**src/rtl/ws2812_tx_if.sv**
```systemverilog
// Pixel stream into the WS2812 serializer: 24-bit GRB pixel, frame marker, valid/ready.
interface ws2812_tx_if;
   logic [23:0] pix_data;
   logic        pix_valid;
   logic        pix_last;
   logic        pix_ready;

   modport master (output pix_data, output pix_valid, output pix_last, input pix_ready);
   modport slave  (input pix_data, input pix_valid, input pix_last, output pix_ready);
endinterface

```
**src/rtl/ws2812_tx.sv**
```systemverilog
// Streaming WS2812 serializer: GRB pixels in over valid/ready, MSB-first slot-coded bits out,
// each frame closed by a latch gap. A one-pixel holding register keeps frames gapless.
module ws2812_tx #(
   parameter int SLOT_CYCLES = 4,
   parameter int RESET_SLOTS = 200,
   parameter bit INVERT      = 1'b1
) (
   input  logic       CLK,
   input  logic       RST,
   ws2812_tx_if.slave pix,
   output logic       ws_out,
   output logic       busy,
   output logic       underrun
);

   localparam int SC_W         = (SLOT_CYCLES > 1) ? $clog2(SLOT_CYCLES) : 1;
   localparam int LATCH_CYCLES = RESET_SLOTS * SLOT_CYCLES;
   localparam int LC_W         = (LATCH_CYCLES > 1) ? $clog2(LATCH_CYCLES) : 1;

   localparam logic [SC_W-1:0] SLOT_LAST  = SC_W'(SLOT_CYCLES - 1);
   localparam logic [LC_W-1:0] LATCH_LAST = LC_W'(LATCH_CYCLES - 1);

   localparam logic [1:0] S_IDLE  = 2'd0;
   localparam logic [1:0] S_LOAD  = 2'd1;
   localparam logic [1:0] S_BIT   = 2'd2;
   localparam logic [1:0] S_LATCH = 2'd3;

   logic [1:0]      state, state_nxt;
   logic [23:0]     hold_data;
   logic            hold_last;
   logic            hold_full, hold_full_nxt;
   logic [23:0]     shift, shift_nxt;
   logic            last_r, last_nxt;
   logic [4:0]      bitcnt, bitcnt_nxt;
   logic [1:0]      slot, slot_nxt;
   logic [SC_W-1:0] slotcnt, slotcnt_nxt;
   logic [LC_W-1:0] latchcnt, latchcnt_nxt;
   logic            busy_nxt, underrun_nxt, line_nxt;

   logic accept, slot_end, bit_end, pix_end, latch_end, load;

   assign pix.pix_ready = ~hold_full;
   assign accept        = pix.pix_valid & ~hold_full;

   assign slot_end  = (slotcnt == SLOT_LAST);
   assign bit_end   = slot_end && (slot == 2'd3);
   assign pix_end   = bit_end && (bitcnt == 5'd23);
   assign latch_end = (latchcnt == LATCH_LAST);

   // A reload at the end of bit 23 does the LOAD work in place, so pixels abut with no gap.
   assign load = (state == S_LOAD) ||
                 ((state == S_BIT) && pix_end && !last_r && hold_full);

   always_comb begin
      state_nxt    = state;
      shift_nxt    = shift;
      last_nxt     = last_r;
      bitcnt_nxt   = bitcnt;
      slot_nxt     = slot;
      slotcnt_nxt  = slotcnt;
      latchcnt_nxt = latchcnt;
      underrun_nxt = 1'b0;

      case (state)
         S_IDLE: begin
            if (hold_full) state_nxt = S_LOAD;
         end
         S_LOAD: begin
            state_nxt = S_BIT;
         end
         S_BIT: begin
            slotcnt_nxt = slot_end ? '0 : slotcnt + SC_W'(1);
            if (slot_end) slot_nxt = slot + 2'd1;
            if (bit_end) begin
               shift_nxt  = {shift[22:0], 1'b0};
               bitcnt_nxt = bitcnt + 5'd1;
            end
            if (pix_end) begin
               bitcnt_nxt = '0;
               if (last_r || !hold_full) begin
                  state_nxt    = S_LATCH;
                  underrun_nxt = ~last_r;
               end
            end
         end
         S_LATCH: begin
            latchcnt_nxt = latch_end ? '0 : latchcnt + LC_W'(1);
            if (latch_end) state_nxt = S_IDLE;
         end
         default: state_nxt = S_IDLE;
      endcase

      if (load) begin
         state_nxt   = S_BIT;
         shift_nxt   = hold_data;
         last_nxt    = hold_last;
         bitcnt_nxt  = '0;
         slot_nxt    = '0;
         slotcnt_nxt = '0;
      end

      // Line level is derived from the state being entered so ws_out can stay registered.
      line_nxt = (state_nxt == S_BIT) &&
                 ((slot_nxt == 2'd0) || ((slot_nxt == 2'd1) && shift_nxt[23]));

      if (accept)          hold_full_nxt = 1'b1;
      else if (load)       hold_full_nxt = 1'b0;
      else                 hold_full_nxt = hold_full;

      // A pixel parked during the latch gap keeps busy asserted across the return to IDLE.
      if (accept)                              busy_nxt = 1'b1;
      else if ((state == S_LATCH) && latch_end) busy_nxt = hold_full;
      else                                     busy_nxt = busy;
   end

   always_ff @(posedge CLK) begin
      if (RST) begin
         state     <= S_IDLE;
         hold_full <= 1'b0;
         bitcnt    <= '0;
         slot      <= '0;
         slotcnt   <= '0;
         latchcnt  <= '0;
         ws_out    <= INVERT;
         busy      <= 1'b0;
         underrun  <= 1'b0;
      end else begin
         state     <= state_nxt;
         hold_full <= hold_full_nxt;
         bitcnt    <= bitcnt_nxt;
         slot      <= slot_nxt;
         slotcnt   <= slotcnt_nxt;
         latchcnt  <= latchcnt_nxt;
         ws_out    <= INVERT ^ line_nxt;
         busy      <= busy_nxt;
         underrun  <= underrun_nxt;
      end
   end

   always_ff @(posedge CLK) begin
      if (accept) begin
         hold_data <= pix.pix_data;
         hold_last <= pix.pix_last;
      end
      shift  <= shift_nxt;
      last_r <= last_nxt;
   end

endmodule

```
**src/flat_wrapper.sv**
```systemverilog
// flat-port wrapper written by rule: the top's interface ports become plain ports
module ws2812_tx_flat 
#(
   parameter int SLOT_CYCLES = 4,
   parameter int RESET_SLOTS = 200,
   parameter bit INVERT      = 1'b1
)
  (CLK, RST, ws_out, busy, underrun, pix_pix_data, pix_pix_valid, pix_pix_last, pix_pix_ready);
  ws2812_tx_if pix_i ();
  input  logic CLK;
  input  logic RST;
  output logic ws_out;
  output logic busy;
  output logic underrun;
  input wire logic [$bits(pix_i.pix_data)-1:0] pix_pix_data;
  input wire logic [$bits(pix_i.pix_valid)-1:0] pix_pix_valid;
  input wire logic [$bits(pix_i.pix_last)-1:0] pix_pix_last;
  output wire logic [$bits(pix_i.pix_ready)-1:0] pix_pix_ready;
  assign pix_i.pix_data = pix_pix_data;
  assign pix_i.pix_valid = pix_pix_valid;
  assign pix_i.pix_last = pix_pix_last;
  assign pix_pix_ready = pix_i.pix_ready;
  ws2812_tx #(.SLOT_CYCLES(SLOT_CYCLES), .RESET_SLOTS(RESET_SLOTS), .INVERT(INVERT)) u_core (.CLK(CLK), .RST(RST), .pix(pix_i), .ws_out(ws_out), .busy(busy), .underrun(underrun));
endmodule
```
**config.mk**
```make
export PLATFORM = sky130hd
export DESIGN_NAME = ws2812_tx_flat
export DESIGN_NICKNAME = d
export VERILOG_FILES = /design/src/rtl/ws2812_tx_if.sv /design/src/rtl/ws2812_tx.sv /design/src/flat_wrapper.sv
export SDC_FILE = /design/constraint.sdc
export NUM_CORES = 1
export LEC_CHECK = 0
export ABC_AREA = 0
export CAP_MARGIN = 30
export CORE_UTILIZATION = 51
export DETAILED_ROUTE_END_ITERATION = 16
export HOLD_SLACK_MARGIN = 0.03
export PLACE_DENSITY_LB_ADDON = 0.05
export SYNTH_ARGS = -nofsm -noshare
export SYNTH_HDL_FRONTEND = slang
export SYNTH_SLANG_ARGS = --single-unit
```
**constraint.sdc**
```tcl
create_clock -name CLK -period 3 [get_ports CLK]
set_clock_uncertainty 0.2 [all_clocks]
set_input_delay 0.45 -clock CLK [delete_from_list [all_inputs] [get_ports CLK]]
set_output_delay 0.45 -clock CLK [all_outputs]
set_load 0.01 [all_outputs]
```
==> results_dict.tcl, run 1 <==
set metrics [dict create \
    portBuffers 31 \
    ir_worst_vdd_v 0.000309 \
    cp.arrival_ns 2.20 \
    hpwl_mm 3.46 \
    initial_utilization_pct 54.2 \
    cts.clk_slew.worst_paths_ns 0.08 \
    reg2reg_depth 4 \
    drc_errors 0 \
    die_h_um 79.4 \
    syn_nets 298 \
    vias 2019 \
    drive_gt1_share_pct 9.06 \
    worstSetupStartpointType "flip-flop" \
    rsz0062_at_grt "no" \
    drv_cap 0 \
    path_class "flip-flop to flip-flop" \
    dp_cells 365 \
    rows 27 \
    gp_congestion 0.795 \
    track_usage_pct 18.5 \
    grt_antenna_before_repair 0 \
    required_ns 2.88 \
    drt-pass1-iter-count 4 \
    cts_resized 0 \
    final_antenna_net_count 0 \
    critPathMaxFanout 27 \
    syn_avg_cell_area_um2 11.5 \
    cts_tree "built" \
    synth.distinct_cells 41 \
    maxSlewViolCount 0 \
    tightest_slew_ns 0.544 \
    routed_wl_mm 5.05 \
    ys_warn_count 0 \
    drt_iter0_drc 66 \
    setup_violations 0 \
    synth_area_leaders "edfxtp_1 48%, dfxtp_1 17%, nand2_1 6.9%, o21ai_0 3.9%, nor2_1 2.5%" \
    worstSetupEndpointType "flip-flop" \
    min_path_cells 0 \
    cellPowerDensity_nw_per_um2 564 \
    postPlaceCellArea_um2 3460 \
    clock.fmax_mhz 431 \
    yosys.area.top_type "edfxtp_1" \
    synthTopCellsByCount "56 x nand2_1, 49 x edfxtp_1, 26 x dfxtp_1" \
    cts_max_level 3 \
    clkSinkCount 75 \
    p_leak_nw 1.31 \
    fin_tns_setup_ns 0 \
    min_path_type "flip-flop to flip-flop" \
    synthCells 266 \
    die_area_um2 6300 \
    grt_pass1_vias 1984 \
    fin_area_um2 3660 \
    wl_per_cell_um 13.3 \
    clk_latency_ns 0.35 \
    utilization_pct 64.8 \
    outcome "finished, final reports clean" \
    die_x_um 79.4 \
    grt_max_degree 28 \
    hold_viol_final 0 \
    cts_root_buf "clkbuf_8" \
    pin_count 32 \
    synth_most_common_cell "nand2_1" \
    async_reset_ff_share_pct 0 \
    clockBufferDepth 2 \
    syn2layout_area_growth_pct 19.7 \
    via_per_inst 5.30 \
    relSlewSlack_pct 63.6 \
    overflow 0 \
    cts_hold_buf 0 \
    ys_seq_area_share_pct 65.2 \
    synth_top_cell_area_share_pct 48.2 \
    layout.nets 336 \
    cts_made_buffers 9 \
    min_period_ns 2.32 \
    core_region_area_um2 5640 \
    post_cts_buffers 0 \
    ys_ff_latch 75 \
    synth_ff_type "edfxtp_1" \
    stdcell_count 381 \
    synth_edf_count 49 \
    netlist_area_um2 3060 \
    grt_pass1_wl_mm 8.74 \
    finalCritPeriodShare_pct 77.3 \
    diodes 0 \
]
-- stage by stage --
stage	power [mW]	worst slack [ns]	hold WS, ns
after floorplan	1.26	0.735	0.200
after global routing	2.14	0.531	0.265
after global placement	1.33	0.864	0.243
after detailed placement	1.33	0.745	0.234
final	2.06	0.681	0.250
after CTS	2.08	0.723	0.252
-- flip-flops by register name (all words and copies together) (netlist names), 2 cells and up --
register / cells
u_core.latchcnt: 10
u_core.hold_data: 24
u_core.slotcnt: 2
u_core.shift: 24
u_core.slot: 2
u_core.bitcnt: 5
u_core.state: 2
-- worst paths after layout --
kind	from	end	slack, ns
setup / recovery	u_core.state[1]	u_core.shift[7]	0.68
hold / removal	u_core.hold_last	u_core.last_r	0.25
setup reg to reg	u_core.state[1]	u_core.shift[7]	0.68
hold reg to reg	u_core.hold_last	u_core.last_r	0.25
-- layer usage --
layer,wire [um],track usage [%],part of all wire (%)
met1,2370,23.5,47
met5,0,0,0
met3,183,3.77,3.6
met2,2380,29.7,47
met4,116,10.2,2.3
-- cells in the final DEF, fill, tap and decap left out, types with 4 or more instances in the layout --
cell	instances
nand2_1	56
clkdlybuf4s50_1	31
a21oi_1	9
nand2b_1	4
inv_1	5
edfxtp_1	49
ha_1	4
o21ai_0	24
and2_1	4
xor2_1	8
clkbuf_8	9
buf_4	7
nor2_1	20
nand3_1	4
mux2i_1	4
dfxtp_1	26
-- critical path: stages, from the launching register on --
cell and delay [ns]:
dfxtp_1 0.54, nor3b_1 0.40, a41o_1 0.45, buf_4 0.32, o21ai_0 0.13
-- cell families (layout without fill, tap and decap cells) --
group | count (synthesis) | in the layout | share of synthesized area, %
buf+inv | 16 | 59 | 2.05
flops | 75 | 75 | 65.2
xor+xnor | 11 | 11 | 3.15
compound gates | 46 | 46 | 9.46
fa+ha+maj | 4 | 4 | 1.64
simple gates | 110 | 110 | 17.2
mux | 4 | 4 | 1.31
-- layout make-up --
type	instances	area (um2)
well taps	72	90.1
inverters	5	18.8
repair buffers	38	363
flip-flops and latches	75	1990
fillers	455	1990
clock buffers	9	124
clock inverters	7	67.6
multi-input cells	175	1000
-- where the power goes --
part | internal (mW) | leakage (nW) | total [mW] | switching, mW
sequential | 1.15 | 0.689 | 1.17 | 0.0201
clock | 0.381 | 0.0931 | 0.757 | 0.376
combinational | 0.0681 | 0.530 | 0.133 | 0.0649
(Power assumes the default switching activity.)
==> run 2: changes to the inputs <==
==> constraint.sdc (replaced) <==
create_clock -name CLK -period 2.4 [get_ports CLK]
set_clock_uncertainty 0.2 [all_clocks]
set_input_delay 0.36 -clock CLK [delete_from_list [all_inputs] [get_ports CLK]]
set_output_delay 0.36 -clock CLK [all_outputs]
set_load 0.01 [all_outputs]
==> run 2 against run 1 <==
  * Combinational power up 29%
  * Total power rose by 24%
  * Critical path depth unchanged
  * Clock power up 21%
  * Die area did not move
  * Maximum frequency up 3.0%
  * Setup slack got worse by 0.53 ns
  * Highest routed layer unchanged
  * Largest power group unchanged
  * Via count decreased by 1.1%
  * Sequential share of layout area down 0.19 points
==> results_dict.tcl, run 2 (synthesis results as in run 1) <==
set metrics [dict create \
    outcome "finished, final reports clean" \
    track_usage_pct 17.8 \
    die_x_um 79.4 \
    grt_max_degree 38 \
    min_period_ns 2.25 \
    fin_tns_setup_ns 0 \
    diodes 0 \
    grt_antenna_before_repair 0 \
    crit_slowest_cell "dfxtp_1" \
    final_common_cell "nand2_1" \
    pin_count 32 \
    tightest_slew_ns 0.463 \
    cts_made_buffers 9 \
    worst-path-buf-inv 1 \
    required_ns 2.27 \
    post_cts_buffers 0 \
    p_leak_nw 1.32 \
    drv_cap 0 \
    cts_tree "built" \
    hpwl_mm 3.36 \
    die_area_um2 6300 \
    clock.fmax_mhz 444 \
    grt_pass1_vias 1816 \
    drt_iter0_drc 77 \
    final_antenna_net_count 0 \
    maxSlewViolCount 0 \
    fillCellCount 451 \
    via_per_inst 5.23 \
    cts_root_buf "clkbuf_8" \
    cts.clk_slew.worst_paths_ns 0.07 \
    cellPowerDensity_nw_per_um2 696 \
    worstSetupStartpointType "flip-flop" \
    portBuffers 31 \
    routed_wl_mm 5.06 \
    die_h_um 79.4 \
    grt_pass1_wl_mm 8.29 \
    finalCritPeriodShare_pct 93.8 \
    relSlewSlack_pct 68.9 \
    clk_latency_ns 0.34 \
    drive_gt1_share_pct 9.03 \
    top_regs "u_core.hold_data (24), u_core.shift (24), u_core.latchcnt (10)" \
    clockBufferDepth 2 \
    clkSinkCount 75 \
    path_class "flip-flop to flip-flop" \
    cp.arrival_ns 2.12 \
    cts_max_level 3 \
    rows 27 \
    dp_slack_ns 0.241 \
    initial_utilization_pct 54.2 \
    vias 1997 \
    gp_congestion 0.780 \
    cts_hold_buf 0 \
    setup_violations 0 \
    layout_common_cells "56 x nand2_1, 49 x edfxtp_1, 31 x clkdlybuf4s50_1" \
    drt-pass1-iter-count 4 \
    setup_slack_ns 0.150 \
    rsz0062_at_grt "no" \
    core_region_area_um2 5640 \
    hold_viol_final 0 \
    min_path_type "flip-flop to flip-flop" \
    overflow 0 \
    worstPathCellList "nor3b_1 -> a41o_1 -> buf_4 -> o21ai_0" \
    wl_per_cell_um 13.2 \
    drc_errors 0 \
    critPathMaxFanout 37 \
    syn2layout_area_growth_pct 20.1 \
    layout.nets 337 \
    worstSetupEndpointType "flip-flop" \
    cp_top_family "flip-flops" \
    slowest_delay_ns 0.52 \
    ir_worst_vdd_v 0.000429 \
    cts_resized 0 \
]
## run 2: changes by cell type in the layout (fill, tap and decap cells not counted), sizes merged
cell      change
buf           +1
clkbuf        +1
clkinv        +1
clkinvlp      -1
inv           -1
## run 2: path summary, 6_finish.rpt
| check | start | endpoint | slack [ns] | depth (start not counted) |
|---|---|---|---|---|
| worst max-delay path | u_core.state[1] | u_core.shift[21] | 0.15 | 4 |
| worst min-delay path | u_core.hold_last | u_core.last_r | 0.25 | 0 |
| worst min register to register | u_core.hold_last | u_core.last_r | 0.25 | 0 |
| worst max register to register | u_core.state[1] | u_core.shift[21] | 0.15 | 4 |
## run 2: final cells by class
class / count / area, um2 / share of cell area [%]
inverters: 5 / 18.8 / 0.512
flip-flops and latches: 75 / 1990 / 54.3
clock inverters: 6 / 56.3 / 1.53
clock buffers: 10 / 128 / 3.48
well taps: 72 / 90.1 / 2.46
multi-input cells: 175 / 1000 / 27.3
repair buffers: 39 / 383 / 10.4
## run 2: worst reg2reg max path, stage by stage (launching register included)
cell and delay [ns]:
dfxtp_1 0.52, nor3b_1 0.40, a41o_1 0.34, buf_4 0.35, o21ai_0 0.17
## run 2: layer usage
layer / part of all wire (%) / wire length (um) / vias to the layer above / GRT usage, %
li1: - / - / 1018 / -
met1: 50 / 2520 / 927 / 23.6
met2: 45 / 2260 / 42 / 26.9
met4: 2.2 / 109 / 0 / 10.9
met5: 0 / 0 / - / 0
met3: 3.3 / 169 / 10 / 3.43
## run 2: where the power goes
group / total, mW / internal [mW] / switching (mW)
logic: 0.172 / 0.0873 / 0.0851
registers: 1.46 / 1.44 / 0.0253
clock network: 0.919 / 0.472 / 0.447
total: 2.55 / 2.00 / 0.557
## run 2: per-stage QoR
stage | instance area [um2] | cells | hold slack, ns | total power, mW | utilization, %
floorplan | 3060 | 266 | 0.200 | 1.57 | -
global placement | 3480 | 366 | 0.226 | 1.66 | 61.8
detailed placement | 3480 | 366 | 0.230 | 1.67 | 61.8
CTS | 3670 | 382 | 0.248 | 2.59 | 65.0
global route | 3670 | 382 | 0.259 | 2.64 | 65.0
finish | 3670 | 382 | 0.248 | 2.55 | 65.0
==> run 3: changes to the inputs <==
--- a/config.mk
+++ b/config.mk
@@ -8,6 +8,7 @@
 export ABC_AREA = 0
 export CAP_MARGIN = 30
 export CORE_UTILIZATION = 51
+export CTS_BUF_LIST = sky130_fd_sc_hd__clkbuf_4 sky130_fd_sc_hd__clkbuf_8 sky130_fd_sc_hd__clkbuf_16
 export DETAILED_ROUTE_END_ITERATION = 16
 export HOLD_SLACK_MARGIN = 0.03
 export PLACE_DENSITY_LB_ADDON = 0.05
==> run 3 against run 2 <==
  * Final cell count is the same
  * First-iteration DRC count grew 1.3%
  * Routed wire length grew 0.22%
  * Count of clock-buffer cells in the layout is the same
  * Flip-flop and latch count is the same
  * Clock power grew 1%
  * Maximum frequency is essentially flat
  * Highest routed layer unchanged
  * Register-to-register slack is essentially flat
==> results_dict.tcl, run 3 (synthesis results as in run 1) <==
set metrics [dict create \
    routed_wl_mm 5.07 \
    drt_iter0_drc 78 \
    die_x_um 79.4 \
    dp_slack_ns 0.241 \
    ir_worst_vdd_v 0.000428 \
    grt_antenna_before_repair 0 \
    min_period_ns 2.25 \
    fin_area_um2 3670 \
    grt_max_degree 38 \
    clkSinkCount 75 \
    cts_resized 0 \
    cts_tree "built" \
    die_area_um2 6300 \
    worstSetupEndpointType "flip-flop" \
    utilization_pct 65.1 \
    gp_congestion 0.780 \
    initial_utilization_pct 54.2 \
    critPathMaxFanout 37 \
    overflow 0 \
    top_regs "u_core.hold_data (24), u_core.shift (24), u_core.latchcnt (10)" \
    drc_errors 0 \
    required_ns 2.27 \
    portBuffers 31 \
    setup_violations 0 \
    grt_pass1_vias 1818 \
    maxSlewViolCount 0 \
    die_h_um 79.4 \
    cts_hold_buf 0 \
    clockBufferDepth 2 \
    vias 1995 \
    grt_pass1_wl_mm 8.31 \
    layout_common_cells "56 x nand2_1, 49 x edfxtp_1, 31 x clkdlybuf4s50_1" \
    layout.nets 337 \
    final_common_cell "nand2_1" \
    min_path_type "flip-flop to flip-flop" \
    fin_tns_setup_ns 0 \
    setup_slack_ns 0.148 \
    cellPowerDensity_nw_per_um2 699 \
    outcome "finished, final reports clean" \
    hold_viol_final 0 \
    core_region_area_um2 5640 \
    cts_root_buf "clkbuf_8" \
    cts_max_level 3 \
    cp.arrival_ns 2.13 \
    postPlaceCellArea_um2 3480 \
    track_usage_pct 17.8 \
    diodes 0 \
    cts_made_buffers 9 \
    cts.clk_slew.worst_paths_ns 0.07 \
    drt-pass1-iter-count 4 \
    rows 27 \
    holdWs_ns 0.252 \
    syn2layout_area_growth_pct 20.2 \
    path_class "flip-flop to flip-flop" \
    wl_per_cell_um 13.3 \
    post_cts_buffers 0 \
    pin_count 32 \
    p_leak_nw 1.32 \
    clk_latency_ns 0.34 \
    hpwl_mm 3.36 \
    via_per_inst 5.22 \
    finalCritPeriodShare_pct 93.9 \
    relSlewSlack_pct 68.5 \
    rsz0062_at_grt "no" \
    drive_gt1_share_pct 9.35 \
    worstSetupStartpointType "flip-flop" \
    drv_cap 0 \
    tightest_slew_ns 0.469 \
    final_antenna_net_count 0 \
    clock.fmax_mhz 444 \
]
## run 3: power by group
group          total [mW]  switching, mW  internal, mW
Combinational       0.172         0.0849        0.0873
Clock               0.931          0.448         0.483
Sequential           1.46         0.0255          1.44
Total                2.57          0.559          2.01
## run 3: layout make-up
type	count	area, um2
clock inverters	6	56.3
clock buffers	10	131
well taps	72	90.1
multi-input cells	175	1000
flip-flops and latches	75	1990
inverters	5	18.8
repair buffers	39	383
fillers	450	1970
## run 3: final timing paths
kind                                       start  slack [ns]  depth (start not counted)                to
worst max-delay path             u_core.state[1]        0.15                          4  u_core.shift[21]
worst min-delay path            u_core.hold_last        0.25                          0     u_core.last_r
worst max register to register   u_core.state[1]        0.15                          4  u_core.shift[21]
worst min register to register  u_core.hold_last        0.25                          0     u_core.last_r
## run 3: stage by stage
stage | instances | total power [mW]
after floorplan | 266 | 1.57
after global placement | 366 | 1.66
after detailed placement | 366 | 1.67
after CTS | 382 | 2.60
after global routing | 382 | 2.65
final | 382 | 2.57
## run 3: layer usage
layer	vias to the layer above	wire, um	track usage, %
met2	43	2250	26.9
met1	924	2540	23.6
met3	10	167	3.43
met4	0	110	10.9
li1	1018	-	-
met5	-	0	0
## run 3: worst max-delay path, cell delays in order (launching register included)
cell     delay, ns
dfxtp_1       0.53
nor3b_1       0.40
a41o_1        0.34
buf_4         0.35
o21ai_0       0.16
==> edit: new RTL, flow settings as in run 2 <==
`INVERT` is set to 1'b1 in 2 places; all go to 1'b0.
--- a/src/rtl/ws2812_tx.sv
+++ b/src/rtl/ws2812_tx.sv
@@ -4,5 +4,5 @@
    parameter int SLOT_CYCLES = 4,
    parameter int RESET_SLOTS = 200,
-   parameter bit INVERT      = 1'b1
+   parameter bit INVERT      = 1'b0
 ) (
    input  logic       CLK,
--- a/src/flat_wrapper.sv
+++ b/src/flat_wrapper.sv
@@ -4,5 +4,5 @@
    parameter int SLOT_CYCLES = 4,
    parameter int RESET_SLOTS = 200,
-   parameter bit INVERT      = 1'b1
+   parameter bit INVERT      = 1'b0
 )
   (CLK, RST, ws_out, busy, underrun, pix_pix_data, pix_pix_valid, pix_pix_last, pix_pix_ready);
Formal check against the unedited RTL: not equivalent (Yosys sat finds a counterexample within 4 cycles, from zero or initial values and one cycle with RST high).
==> edit against run 2 <==
Final cell count up 0.26%. Final area up 1.1%. Routed wire length up 7.0%. Combinational power up 37%. Critical path type unchanged. Sequential cell count unchanged. Core utilization down 2.4 points. Power up 4.8%. Die area up 2.4%. Worst setup slack better by 41 ps. Synthesized area up 2.5%.
==> edit: results <==
export IMPL_crit_end="u_core.shift[19]"
export IMPL_max_stage_delay_ps=400
export IMPL_grt_pass1_vias=1883
export IMPL_muxShareOfSynthArea=0.0160
export IMPL_vias=1970
export IMPL_gp_congestion=0.806
export IMPL_async_flop_share=0
export IMPL_dpl_hpwl_um=3630
export IMPL_synth_compound_area_frac=0.0779
export IMPL_ys_seq_area_frac=0.636
export IMPL_vdd_ir_drop_max_uv=543
export IMPL_synthTopCellsByCount="54 x nand2_1, 49 x edfxtp_1, 26 x dfxtp_1"
export IMPL_fin_hold_ws_ps=225
export IMPL_synthXorXnorAreaFrac=0.0308
export IMPL_grt_use_met3=0.0682
export IMPL_powerComb_uw=236
export IMPL_drive_gt1_frac=0.101
export IMPL_r2r_cells=5
export IMPL_crit_fanout=23
export IMPL_fillers=489
export IMPL_internal_power_uw=2060
export IMPL_wl_per_cell_um=14.1
export IMPL_cp_top_family="simple AND/OR/NAND/NOR gates"
export IMPL_drtIter0Drc=129
export IMPL_cp_slowest_cell="dfxtp_1"
export IMPL_clkPwrFrac=0.353
export IMPL_dr_wl_met3_um=241
export IMPL_relSlewSlack=0.751
export IMPL_outcome="finished, final reports clean"
export IMPL_ys_types=42
export IMPL_power_uw=2680
export IMPL_synthAdderAreaFrac=0.0160
export IMPL_nets=335
export IMPL_synth_nets=299
export IMPL_grt_use_met2=0.291
export IMPL_grt_max_degree=31
export IMPL_wl_met1_um=2510
export IMPL_numPortBuffers=31
export IMPL_gr_usage_met1=0.237
export IMPL_grt_pass1_wl_um=8780
export IMPL_r2r_slack_ps=190
export IMPL_p_leak_uw=0.00131
export IMPL_hold_path_class="reg -> reg"
-- edit: cells by family (layout without fill, tap and decap cells) --
group | Yosys count | in the layout
muxes | 5 | 5
adders and majority gates | 4 | 4
DFF | 75 | 75
AOI/OAI and AO/OA | 40 | 40
buffers and inverters | 17 | 58
and+or+nand+nor | 115 | 115
xor gates and xnor gates | 11 | 11
-- edit: through the flow --
stage / setup slack (ps) / area, µm² / std cells
4_1_cts: 201 / 3710 / 383
5_1_grt: 85.7 / 3710 / 383
3_3_place_gp: 288 / 3520 / 367
3_5_place_dp: 201 / 3520 / 367
2_1_floorplan: 254 / 3130 / 267
6_report: 191 / 3710 / 383
-- edit: layout make-up --
cell class / instances / area share
Tap cell: 75 / 0.0253
Clock buffer: 10 / 0.0344
Sequential cell: 75 / 0.537
Inverter: 3 / 0.00304
Clock inverter: 6 / 0.0172
Timing Repair Buffer: 39 / 0.107
Multi-Input combinational cell: 175 / 0.277
